--- config.mk ---
export PLATFORM = sky130hd
export DESIGN_NAME = discrete_value_sampler
export DESIGN_NICKNAME = d
export VERILOG_FILES = /design/src/rtl/discrete_value_sampler.sv
export SDC_FILE = /design/constraint.sdc
export NUM_CORES = 1
export LEC_CHECK = 0
export CAP_MARGIN = 25
export CELL_PAD_IN_SITES_DETAIL_PLACEMENT = 1
export CELL_PAD_IN_SITES_GLOBAL_PLACEMENT = 2
export CORE_MARGIN = 2
export CORE_UTILIZATION = 30
export CTS_CLUSTER_DIAMETER = 150
export DETAILED_ROUTE_END_ITERATION = 16
export PLACE_DENSITY = 0.86
export SYNTH_ARGS = -nofsm -noshare
export SYNTH_HDL_FRONTEND = slang
export SYNTH_SLANG_ARGS = --single-unit
--- constraint.sdc ---
create_clock -name in_clock -period 4.86 [get_ports in_clock]
set_clock_uncertainty 0.05 [all_clocks]
set_input_delay 0.729 -clock in_clock [delete_from_list [all_inputs] [get_ports in_clock]]
set_output_delay 0.729 -clock in_clock [all_outputs]
set_load 0.02 [all_outputs]
--- src/rtl/discrete_value_sampler.sv ---
// Requests a [start,end] range from the discrete range randomizer and draws a uniform value
// inside it by LFSR rejection sampling. SAMPLER_STATS_EN adds retry/fallback counters.
module discrete_value_sampler #(
  parameter int unsigned MAX_BIT_WIDTH_OF_INTEGER_VARIABLE = 4,
  parameter int unsigned MAX_BIT_WIDTH_OF_VARIABLES_INDEX  = 2,
  parameter int unsigned RANGE_LATENCY                     = 3,
  parameter int unsigned MAX_RETRIES                       = 8
) (
  input  logic                                        in_clock,
  input  logic                                        in_reset,
  input  logic                                        in_seed_load,
  input  logic [15:0]                                 in_seed,
  input  logic                                        in_request_valid,
  output logic                                        out_request_ready,
  input  logic [MAX_BIT_WIDTH_OF_VARIABLES_INDEX-1:0] in_request_index,
  output logic [MAX_BIT_WIDTH_OF_VARIABLES_INDEX-1:0] out_variable_index,
  output logic                                        out_random_enable,
  output logic                                        out_table_enable,
  input  logic [MAX_BIT_WIDTH_OF_INTEGER_VARIABLE-1:0] in_start,
  input  logic [MAX_BIT_WIDTH_OF_INTEGER_VARIABLE-1:0] in_end,
  input  logic                                        in_equal,
  output logic                                        out_value_valid,
  input  logic                                        in_value_ready,
  output logic [MAX_BIT_WIDTH_OF_INTEGER_VARIABLE-1:0] out_value,
  output logic [MAX_BIT_WIDTH_OF_VARIABLES_INDEX-1:0] out_value_index,
  output logic                                        out_fallback,
`ifdef SAMPLER_STATS_EN
  output logic [15:0]                                 out_retry_total,
  output logic [15:0]                                 out_fallback_total,
`endif
  output logic                                        out_range_error
);

  localparam int unsigned W      = MAX_BIT_WIDTH_OF_INTEGER_VARIABLE;
  localparam int unsigned IDX    = MAX_BIT_WIDTH_OF_VARIABLES_INDEX;
  localparam int unsigned CntW   = (RANGE_LATENCY > 1) ? $clog2(RANGE_LATENCY) : 1;
  localparam int unsigned RetryW = $clog2(MAX_RETRIES + 1);
  localparam logic [15:0] SeedDefault = 16'hACE1;

  typedef enum logic [2:0] {StIdle, StIssue, StWait, StSample, StOutput} state_e;

  state_e            state_q, state_d;
  logic [IDX-1:0]    idx_q, idx_d;
  logic [CntW-1:0]   cnt_q, cnt_d;
  logic [W-1:0]      start_q, start_d;
  logic [W-1:0]      span_q, span_d;
  logic [RetryW-1:0] retry_q, retry_d;
  logic [W-1:0]      value_q, value_d;
  logic              fallback_q, fallback_d;
  logic              error_q, error_d;
  logic [15:0]       lfsr_q, lfsr_d;
  logic              reject, fb_event;
  logic [W-1:0]      cand;

  // Smallest all-ones mask covering v.
  function automatic logic [W-1:0] smear(input logic [W-1:0] v);
    logic [W-1:0] m;
    m = v;
    for (int i = 1; i < W; i++) m = m | (v >> i);
    return m;
  endfunction

  assign cand = lfsr_q[W-1:0] & smear(span_q);

  always_comb begin
    state_d           = state_q;
    idx_d             = idx_q;
    cnt_d             = cnt_q;
    start_d           = start_q;
    span_d            = span_q;
    retry_d           = retry_q;
    value_d           = value_q;
    fallback_d        = fallback_q;
    error_d           = error_q;
    lfsr_d            = lfsr_q;
    reject            = 1'b0;
    fb_event          = 1'b0;
    out_request_ready = 1'b0;
    out_random_enable = 1'b0;
    out_table_enable  = 1'b0;
    out_value_valid   = 1'b0;
    unique case (state_q)
      StIdle: begin
        out_request_ready = 1'b1;
        if (in_request_valid) begin
          idx_d   = in_request_index;
          state_d = StIssue;
        end
      end
      StIssue: begin
        out_random_enable = 1'b1;
        out_table_enable  = 1'b1;
        cnt_d             = CntW'(RANGE_LATENCY - 1);
        state_d           = StWait;
      end
      StWait: begin
        out_table_enable = 1'b1;
        if (cnt_q == '0) begin
          start_d = in_start;
          if (in_equal) begin
            value_d    = in_start;
            fallback_d = 1'b0;
            error_d    = 1'b0;
            state_d    = StOutput;
          end else if (in_start > in_end) begin
            value_d = in_start;
            error_d = 1'b1;
            state_d = StOutput;
          end else begin
            span_d  = in_end - in_start;
            retry_d = '0;
            state_d = StSample;
          end
        end else begin
          cnt_d = cnt_q - CntW'(1);
        end
      end
      StSample: begin
        lfsr_d = {lfsr_q[14:0], lfsr_q[15] ^ lfsr_q[13] ^ lfsr_q[12] ^ lfsr_q[10]};
        if (cand <= span_q) begin
          value_d = start_q + cand;
          state_d = StOutput;
        end else begin
          reject  = 1'b1;
          retry_d = retry_q + RetryW'(1);
          if (retry_q == RetryW'(MAX_RETRIES - 1)) begin
            value_d    = start_q;
            fallback_d = 1'b1;
            fb_event   = 1'b1;
            state_d    = StOutput;
          end
        end
      end
      StOutput: begin
        out_value_valid = 1'b1;
        if (in_value_ready) begin
          fallback_d = 1'b0;
          error_d    = 1'b0;
          state_d    = StIdle;
        end
      end
      default: state_d = StIdle;
    endcase
    // A seed load overrides the SAMPLE step.
    if (in_seed_load) lfsr_d = (in_seed == 16'h0000) ? SeedDefault : in_seed;
  end

  always_ff @(posedge in_clock or posedge in_reset) begin
    if (in_reset) begin
      state_q    <= StIdle;
      idx_q      <= '0;
      cnt_q      <= '0;
      start_q    <= '0;
      span_q     <= '0;
      retry_q    <= '0;
      value_q    <= '0;
      fallback_q <= 1'b0;
      error_q    <= 1'b0;
      lfsr_q     <= SeedDefault;
    end else begin
      state_q    <= state_d;
      idx_q      <= idx_d;
      cnt_q      <= cnt_d;
      start_q    <= start_d;
      span_q     <= span_d;
      retry_q    <= retry_d;
      value_q    <= value_d;
      fallback_q <= fallback_d;
      error_q    <= error_d;
      lfsr_q     <= lfsr_d;
    end
  end

  assign out_variable_index = idx_q;
  assign out_value_index    = idx_q;
  assign out_value          = value_q;
  assign out_fallback       = fallback_q;
  assign out_range_error    = error_q;

`ifdef SAMPLER_STATS_EN
  logic [15:0] retry_total_q, fallback_total_q;

  always_ff @(posedge in_clock or posedge in_reset) begin
    if (in_reset) begin
      retry_total_q    <= '0;
      fallback_total_q <= '0;
    end else begin
      if (reject && retry_total_q != 16'hFFFF) retry_total_q <= retry_total_q + 16'd1;
      if (fb_event && fallback_total_q != 16'hFFFF) begin
        fallback_total_q <= fallback_total_q + 16'd1;
      end
    end
  end

  assign out_retry_total    = retry_total_q;
  assign out_fallback_total = fallback_total_q;
`endif

endmodule

# Yosys cells after proc, flatten, opt, wreduce, memory -nomap -nowiden
# Cells that the tools add are included.
[totals]
regBits = 41
input_bits = 32
output_inout_bits = 14
elab_cells = 97
[op_classes]
n_addsub = 4
magnitude_cmp = 2
n_eq_ne = 16
muxes = 38
bitwise = 9
n_reduce_logical = 18
[op_table]
columns = ["operator", "count"]
rows = [
  ["$mux W16", 3],
  ["$mux W4", 9],
  ["$mux W3", 7],
  ["$ne A2 B2 Y1 const B", 9],
  ["$logic_not A16 Y1", 1],
  ["$pmux W4 S2", 2],
  ["$reduce_and A4 Y1", 4],
  ["$pmux W3 S5", 1],
  ["$mux W1", 12],
  ["$reduce_bool A2 Y1", 4],
  ["$eq A3 B2 Y1 const B", 2],
  ["$ne A3 B3 Y1 const B", 2],
  ["$reduce_and A2 Y1", 3],
  ["$reduce_and A6 Y1", 1],
  ["$reduce_and A5 Y1", 1],
  ["$add A4 B1 Y4 const B", 1],
  ["$add A4 B4 Y4", 1],
  ["$and A4 B4 Y4", 1],
  ["$eq A4 B3 Y1 const B", 1],
  ["$gt A4 B4 Y1", 1],
  ["$le A4 B4 Y1", 1],
  ["$or A4 B1 Y4", 1],
  ["$or A4 B2 Y4", 1],
  ["$or A4 B3 Y4", 1],
  ["14 further kinds", 17],
]

# Logic depth before layout (Yosys ltp)
# Gate-level depths: netlist of run 1.
[depth]
word_depth = 7
mapped_depth = 11
ltp_nobuf = 11

# Worst setup path after synthesis of run 1
# No wires, ideal clock.
[synth_path]
path_kind = "input to register"
startpoint = "input in_end[0]"
endpoint = "register value_q[0] (netlist: out_value[0])"
setup_time_ns = 0.125
t_arrival_ns = 2.446
required_time_ns = 4.685
slack_ns = 2.239
path_stages = 7
path_buffers = 0
cell_sequence = "inv_1 > ha_1 > fa_1 > nand2b_1 > a211oi_2 > a2111o_1 > mux2_4"
[synth_via]
elab_chain_cells = 3
[synth_rtl]
columns = ["element", "line", "source"]
rows = [
  ["from (decl)", "20", "input logic [MAX_BIT_WIDTH_OF_INTEGER_VARIABLE-1:0] in_end,"],
  ["$gt A4 B4 Y1", "105", "end else if (in_start > in_end) begin"],
  ["$ne A3 B3 Y1 (no source line)", "-", ""],
  ["$reduce_and A4 Y1 (no source line)", "-", ""],
  ["to (signal assigned)", "167", "value_q <= value_d;"],
  ["to (decl)", "48", "logic [W-1:0] value_q, value_d;"],
]
# Every way passes these cells.
# A chain may end at the register's enable or synchronous reset.

# Worst setup path in the final report of run 1
[layout_path]
startpoint = "input in_start[0]"
endpoint = "register value_q[0] (netlist: out_value[0])"
[layout_via]
elab_chain_cells = 4
elab_cells_between_ends = 7
cone_classes = "1 x order compare; 1 x eq/ne; 4 x mux; 1 x reduce/logical"
[layout_rtl]
columns = ["element", "line", "source"]
rows = [
  ["from (decl)", "19", "input logic [MAX_BIT_WIDTH_OF_INTEGER_VARIABLE-1:0] in_start,"],
  ["branches (longest 4 deep; another with $gt A4 B4 Y1)", "-", ""],
]
# Several ways; the timed one is not identified. The select of a mux whose other input is x is not followed.

==> reports/qor.yml, run 1 <==
status: "complete, no violations"
die_h_um: 95.4
root_buffer: "clkbuf_8"
rsz0062_at_grt: "false"
syn_inst: 269
cts_num_sinks: 41
worstPathCellList: "clkdlybuf4s50_1 > ha_1 > fa_1 > nand2b_1 > a211oi_2 > a2111o_1 > mux2_4"
routedWlPerCell_um: 15.3
ant_nets: 0
io_pins: 46
clk_pin_slew_ns: 0.09
final.setup.tns_ns: 0
cts_made_buffers: 5
cts_setup_buffers: 0
clockBufferDepth: 2
synth_top_area_share_pct: 33.0
synth-async-reset-ratio_pct: 100
setup_viol: 0
slew_violations: 0
antenna_found_initial: 0
synth-edff-count: 0
worstSetupStartpointType: "input port"
dp_slack_ns: 1.46
core.rowCount: 33
p_sw_uw: 789
gr-total-overflow: 0
synth_area_leader_cell: "dfrtp_1"
synth_area_mm2: 0.00251
hold_viol_final: 0
synth_area_per_cell_um2: 9.32
wirelength_mm: 6.40
max_slew.worst_pin.slew_ns: 0.767
synth.distinct_cells: 50
combPwrFrac_pct: 54.8
nFillCells: 961
finalWeightedCongestion: 0.765
dr.pass1.iters: 7
grt_usage_pct: 15.3
powerDensity_mw_per_mm2: 586
cp_max_fo: 6
n_antenna_cell: 0
via_count: 2125
grt_first_pass_wirelength_mm: 10.8
fin_crit_ns: 3.03
grt_max_degree: 42
htree_levels: 2
worst_path_max_delay_cell: "a211oi_2"
num-nets-final: 357
avgViaCountPerCell: 5.10
netlist_top_cells_area: "dfrtp_1 33%, dfstp_2 8.4%, ha_1 6.0%"
path_delay_family: "compound AO/OA/AOI/OAI gates"
yosysWarnings: 0
cts_tree: "yes"
worstPathRequired_ns: 5.00
switching_share_pct: 42.9
drive_above_1_share_pct: 10.3
ys_seq_area_share_pct: 41.3
ys.flop_type: "dfrtp_1"
place_hpwl_mm: 4.93
portBuffers: 45
critPathMaxStageDelay_ns: 0.45
hp-class: "reg -> reg"
irDropWorstVdd_mv: 0.163
dieWidth_um: 95.4
initial_core_util_pct: 30.7
ctsResizeCount: 0
postCtsHoldBufs: 0
leakage_uw: 0.00135
r2r_slack_ns: 2.15
core_mm2: 0.00818
drv_cap: 0
drc_errors: 0
dr.first_iter.drc_count: 77
min_period_over_period_pct: 62.3
path_class: "in -> reg"
final_cell_mix: "45 x clkdlybuf4s50_1, 33 x dfrtp_1, 30 x nor2_1"
crit_arrival_ns: 3.17
area_growth_pct: 25.3
synth_nets: 315
p_seq_share_pct: 32.3
ys_ff_latch: 41
die_area_mm2: 0.00910
layout_commonest_cell: "clkdlybuf4s50_1"
finalWorstSetupSlack_ns: 1.83
max-slew-margin-rel_pct: 48.7
grt_pass1_vias: 2279
path_buf_inv: 1
pwr-share-clk_pct: 12.9
end_kind: "flop"
p_int_uw: 1050
max_freq_mhz: 330
clock_latency_ns: 0.30
-- metal layers --
layer	track usage (%)	up-vias	part of all wire, %
met5	0	-	0
met2	27.5	52	49
met4	4.64	0	1.6
met3	2.61	8	4.5
li1	-	1025	-
met1	18.6	1040	45
-- final timing paths --
| check | startpoint | endpoint | cells past startpoint |
|---|---|---|---|
| setup / recovery | in_start[0] | out_value[0] | 7 |
| hold / removal | cnt_q[0] | cnt_q[0] | 1 |
| setup reg to reg | span_q[3] | out_value[0] | 10 |
| hold reg to reg | cnt_q[0] | cnt_q[0] | 1 |
| max in group asynchronous | in_reset | lfsr_q[5] | 3 |
| min in group asynchronous | in_reset | out_range_error | 3 |
-- power groups by stage --
stage / Combinational (uW) / Clock, uW / Sequential [uW]
3_5_place_dp: 1010 / 0 / 604
3_3_place_gp: 978 / 0 / 596
6_report: 1010 / 237 / 594
5_1_grt: 1130 / 259 / 618
4_1_cts: 1010 / 249 / 597
2_1_floorplan: 688 / 0 / 596
-- Yosys cell counts (all sizes together), types with 2 or more instances --
library cell and n:
o21ai 26, nor3b 3, mux2 8, xnor2 6, dfrtp 33, inv 23
nand3 10, a21boi 2, and2 2, nand2 24, fa 2, dfstp 8
nand2b 3, nor3 2, o22a 8, a22oi 2, nor4 5, a21oi 9
o21a 2, o221ai 2, a31oi 3, ha 12, nor2 30, mux2i 11
a21o 3, clkbuf 5, buf 7, xor2 3
-- cells by family (layout without fill, tap and decap cells) --
group                      Yosys count  count (layout)  share of synthesized area [%]
and+or+nand+nor                     84              84                           15.3
AOI/OAI and AO/OA                   67              67                           18.2
DFF                                 41              41                           41.3
buffers and inverters               35              78                           5.99
muxes                               19              19                           8.44
adders and majority gates           14              14                           7.59
xor gates and xnor gates             9               9                           3.15
-- per-stage QoR --
stage	util, %	instances	total power (uW)	hold slack (ns)	area [um^2]
detailed placement	37.1	408	1610	0.441	3030
floorplan	-	269	1280	0.400	2510
finish	38.4	417	1840	0.448	3140
CTS	38.2	416	1860	0.458	3130
global placement	37.1	408	1570	0.424	3030
global route	38.4	417	2000	0.475	3140
-- final cells by class --
cell class                      count  area (um^2)  area share, %
Clock buffer                        7         86.3           2.75
Clock inverter                      1         7.51          0.239
Sequential cell                    41         1040           33.0
Tap cell                          105          131           4.18
Inverter                           23         86.3           2.75
Multi-Input combinational cell    193         1320           42.0
Timing Repair Buffer               47          473           15.1
-- sequential cells by signal (all words and copies together) (netlist names) --
| signal | count |
|---|---|
| out_range_error | 1 |
| out_value | 4 |
| cnt_q | 2 |
| span_q | 4 |
| state_q | 3 |
| retry_q | 4 |
| out_fallback | 1 |
| start_q | 4 |
| out_value_index | 2 |
| lfsr_q | 16 |
No activity file was read; power rests on OpenSTA's default activity.
==> inputs of run 2 (changes only) <==
CORE_UTILIZATION = 29   (was 30)
PLACE_DENSITY = 0.87   (was 0.86)
clock period = 2.75 ns   (was 4.86 ns; I/O delays follow)
==> reports/qor.yml, run 2 (synthesis gave the netlist of run 1 again) <==
grt_first_pass_wirelength_mm: 11.0  # was 10.8 mm
max_slew.worst_pin.slew_ns: 0.524  # was 0.767 ns
final.setup.tns_ns: 0  # unchanged
p_int_uw: 1900  # was 1050 uW
drv_cap: 0  # unchanged
irDropWorstVdd_mv: 0.327  # was 0.163 mV
antenna_found_initial: 0  # unchanged
end_kind: "output pin"  # was flop
core_mm2: 0.00830  # was 0.00818 mm^2
leakage_uw: 0.00139  # was 0.00135 uW
drc_errors: 0  # unchanged
fin_crit_ns: 2.52
cts_setup_buffers: 0  # unchanged
hold_viol_final: 0  # unchanged
pwr-share-clk_pct: 12.8  # was 12.9%
max_freq_mhz: 396
slew_violations: 0  # unchanged
worstSetupStartpointType: "flop"  # was input port
top_register: "lfsr_q"  # unchanged
hold_ws_ns: 0.459  # was 0.448 ns
grt_usage_pct: 14.1  # was 15.3%
postCtsHoldBufs: 0  # unchanged
path_class: "reg -> out"  # was in -> reg
via_count: 2108  # was 2125
worstPathCellList: "inv_1 > or3_1 > inv_1 > clkdlybuf4s50_1"  # was clkdlybuf4s50_1 > ha_1 > fa_1 > nand2b_1 > a211oi_2 > a2111o_1 > mux2_4
htree_levels: 2  # unchanged
dieWidth_um: 97.0  # was 95.4 um
ant_nets: 0  # unchanged
n_antenna_cell: 0  # unchanged
final_cell_mix: "45 x clkdlybuf4s50_1, 33 x dfrtp_1, 30 x nor2_1"  # unchanged
routedWlPerCell_um: 15.4  # was 15.3 um
die_h_um: 97.0  # was 95.4 um
largest_reg_flops: 16  # unchanged
p_sw_uw: 1400  # was 789 uW
placed_cell_area_mm2: 0.00310  # was 0.00303 mm^2
status: "complete, no violations"  # unchanged
root_buffer: "clkbuf_8"  # unchanged
max-slew-margin-rel_pct: 65.1  # was 48.7%
core.rowCount: 33  # unchanged
cts_made_buffers: 5  # unchanged
dr.first_iter.drc_count: 66  # was 77
switching_share_pct: 42.4  # was 42.9%
area_growth_pct: 27.4  # was 25.3%
cp_common_cell: "inv_1"
p_seq_share_pct: 31.8  # was 32.3%
layout_commonest_cell: "clkdlybuf4s50_1"  # unchanged
min_period_over_period_pct: 91.7
hp-class: "reg -> reg"  # unchanged
setup_viol: 0  # unchanged
worstPathRequired_ns: 2.29  # was 5.00 ns
initial_core_util_pct: 30.2  # was 30.7%
worst_path_max_delay_cell: "clkdlybuf4s50_1"  # was a211oi_2
num-nets-final: 365  # was 357
ctsResizeCount: 0  # unchanged
grt_pass1_vias: 2240  # was 2279
drive_above_1_share_pct: 12.5  # was 10.3%
crit_arrival_ns: 2.06  # was 3.17 ns
cts_tree: "yes"  # unchanged
portBuffers: 45  # unchanged
avgViaCountPerCell: 4.96  # was 5.10
powerDensity_mw_per_mm2: 1040  # was 586 mW/mm^2
clockBufferDepth: 2  # unchanged
cp_max_fo: 7  # was 6
critPathMaxStageDelay_ns: 0.60  # was 0.45 ns
rsz0062_at_grt: "false"  # unchanged
grt_max_degree: 42  # unchanged
clock_latency_ns: 0.30  # about the same
die_area_mm2: 0.00940  # was 0.00910 mm^2
dr.pass1.iters: 4  # was 7
wirelength_mm: 6.52  # was 6.40 mm
place_hpwl_mm: 5.01  # was 4.93 mm
finalWeightedCongestion: 0.840  # was 0.765
cts_num_sinks: 41  # unchanged
io_pins: 46  # unchanged
gr-total-overflow: 0  # unchanged
clk_pin_slew_ns: 0.08  # was 0.09 ns
stdcell_area_mm2: 0.00319  # was 0.00314 mm^2
combPwrFrac_pct: 55.4  # was 54.8%
==> run 2: final timing paths <==
path | startpoint | endpoint | slack (ns) | cells past startpoint
worst min register to register | cnt_q[0] | cnt_q[0] | 0.46 | 1
worst min-delay path | cnt_q[0] | cnt_q[0] | 0.46 | 1
worst max-delay path | state_q[2] | out_value_valid | 0.23 | 4
max in group asynchronous | in_reset | lfsr_q[5] | 1.78 | 3
worst max register to register | span_q[3] | out_value[0] | 0.23 | 9
min in group asynchronous | in_reset | lfsr_q[14] | 0.49 | 3
==> run 2: power by group through the flow <==
stage	logic [uW]	clock network, uW	registers (uW)
2_1_floorplan	1220	0	1050
3_3_place_gp	1790	0	1060
4_1_cts	1850	439	1060
5_1_grt	2030	457	1090
3_5_place_dp	1840	0	1070
6_report	1830	422	1050
==> run 2: layout make-up <==
class | instances | area, um^2
multi-input combinational | 193 | 1320
clock inverter | 1 | 7.51
clock buffer | 7 | 86.3
sequential | 41 | 1040
fill | 972 | 5110
tap | 105 | 131
inverter | 23 | 86.3
timing repair buffer | 55 | 526
==> run 2: metrics by stage <==
stage	instances	total power, uW	worst slack, ns	utilization, %
3_5_place_dp	417	2910	-0.0199	37.3
2_1_floorplan	269	2270	0.377	-
3_3_place_gp	417	2850	0.0357	37.3
4_1_cts	425	3350	0.198	38.5
5_1_grt	425	3580	0.0305	38.5
6_report	425	3310	0.227	38.5
==> run 2: metal layers <==
layer | track usage, % | vias to the layer above | share of wire [%]
met1 | 18.5 | 1024 | 48
li1 | - | 1038 | -
met2 | 24.1 | 43 | 47
met4 | 2.60 | 0 | 0.58
met3 | 3.18 | 3 | 4.5
met5 | 0 | - | 0
==> run 2: critical path: cells and delay by family (launching register included) <==
| family | cells | cell delay (ns) |
|---|---|---|
| buffers and inverters | 3 | 0.85 |
| AND/OR/NAND/NOR | 1 | 0.45 |
| flip-flops | 1 | 0.46 |
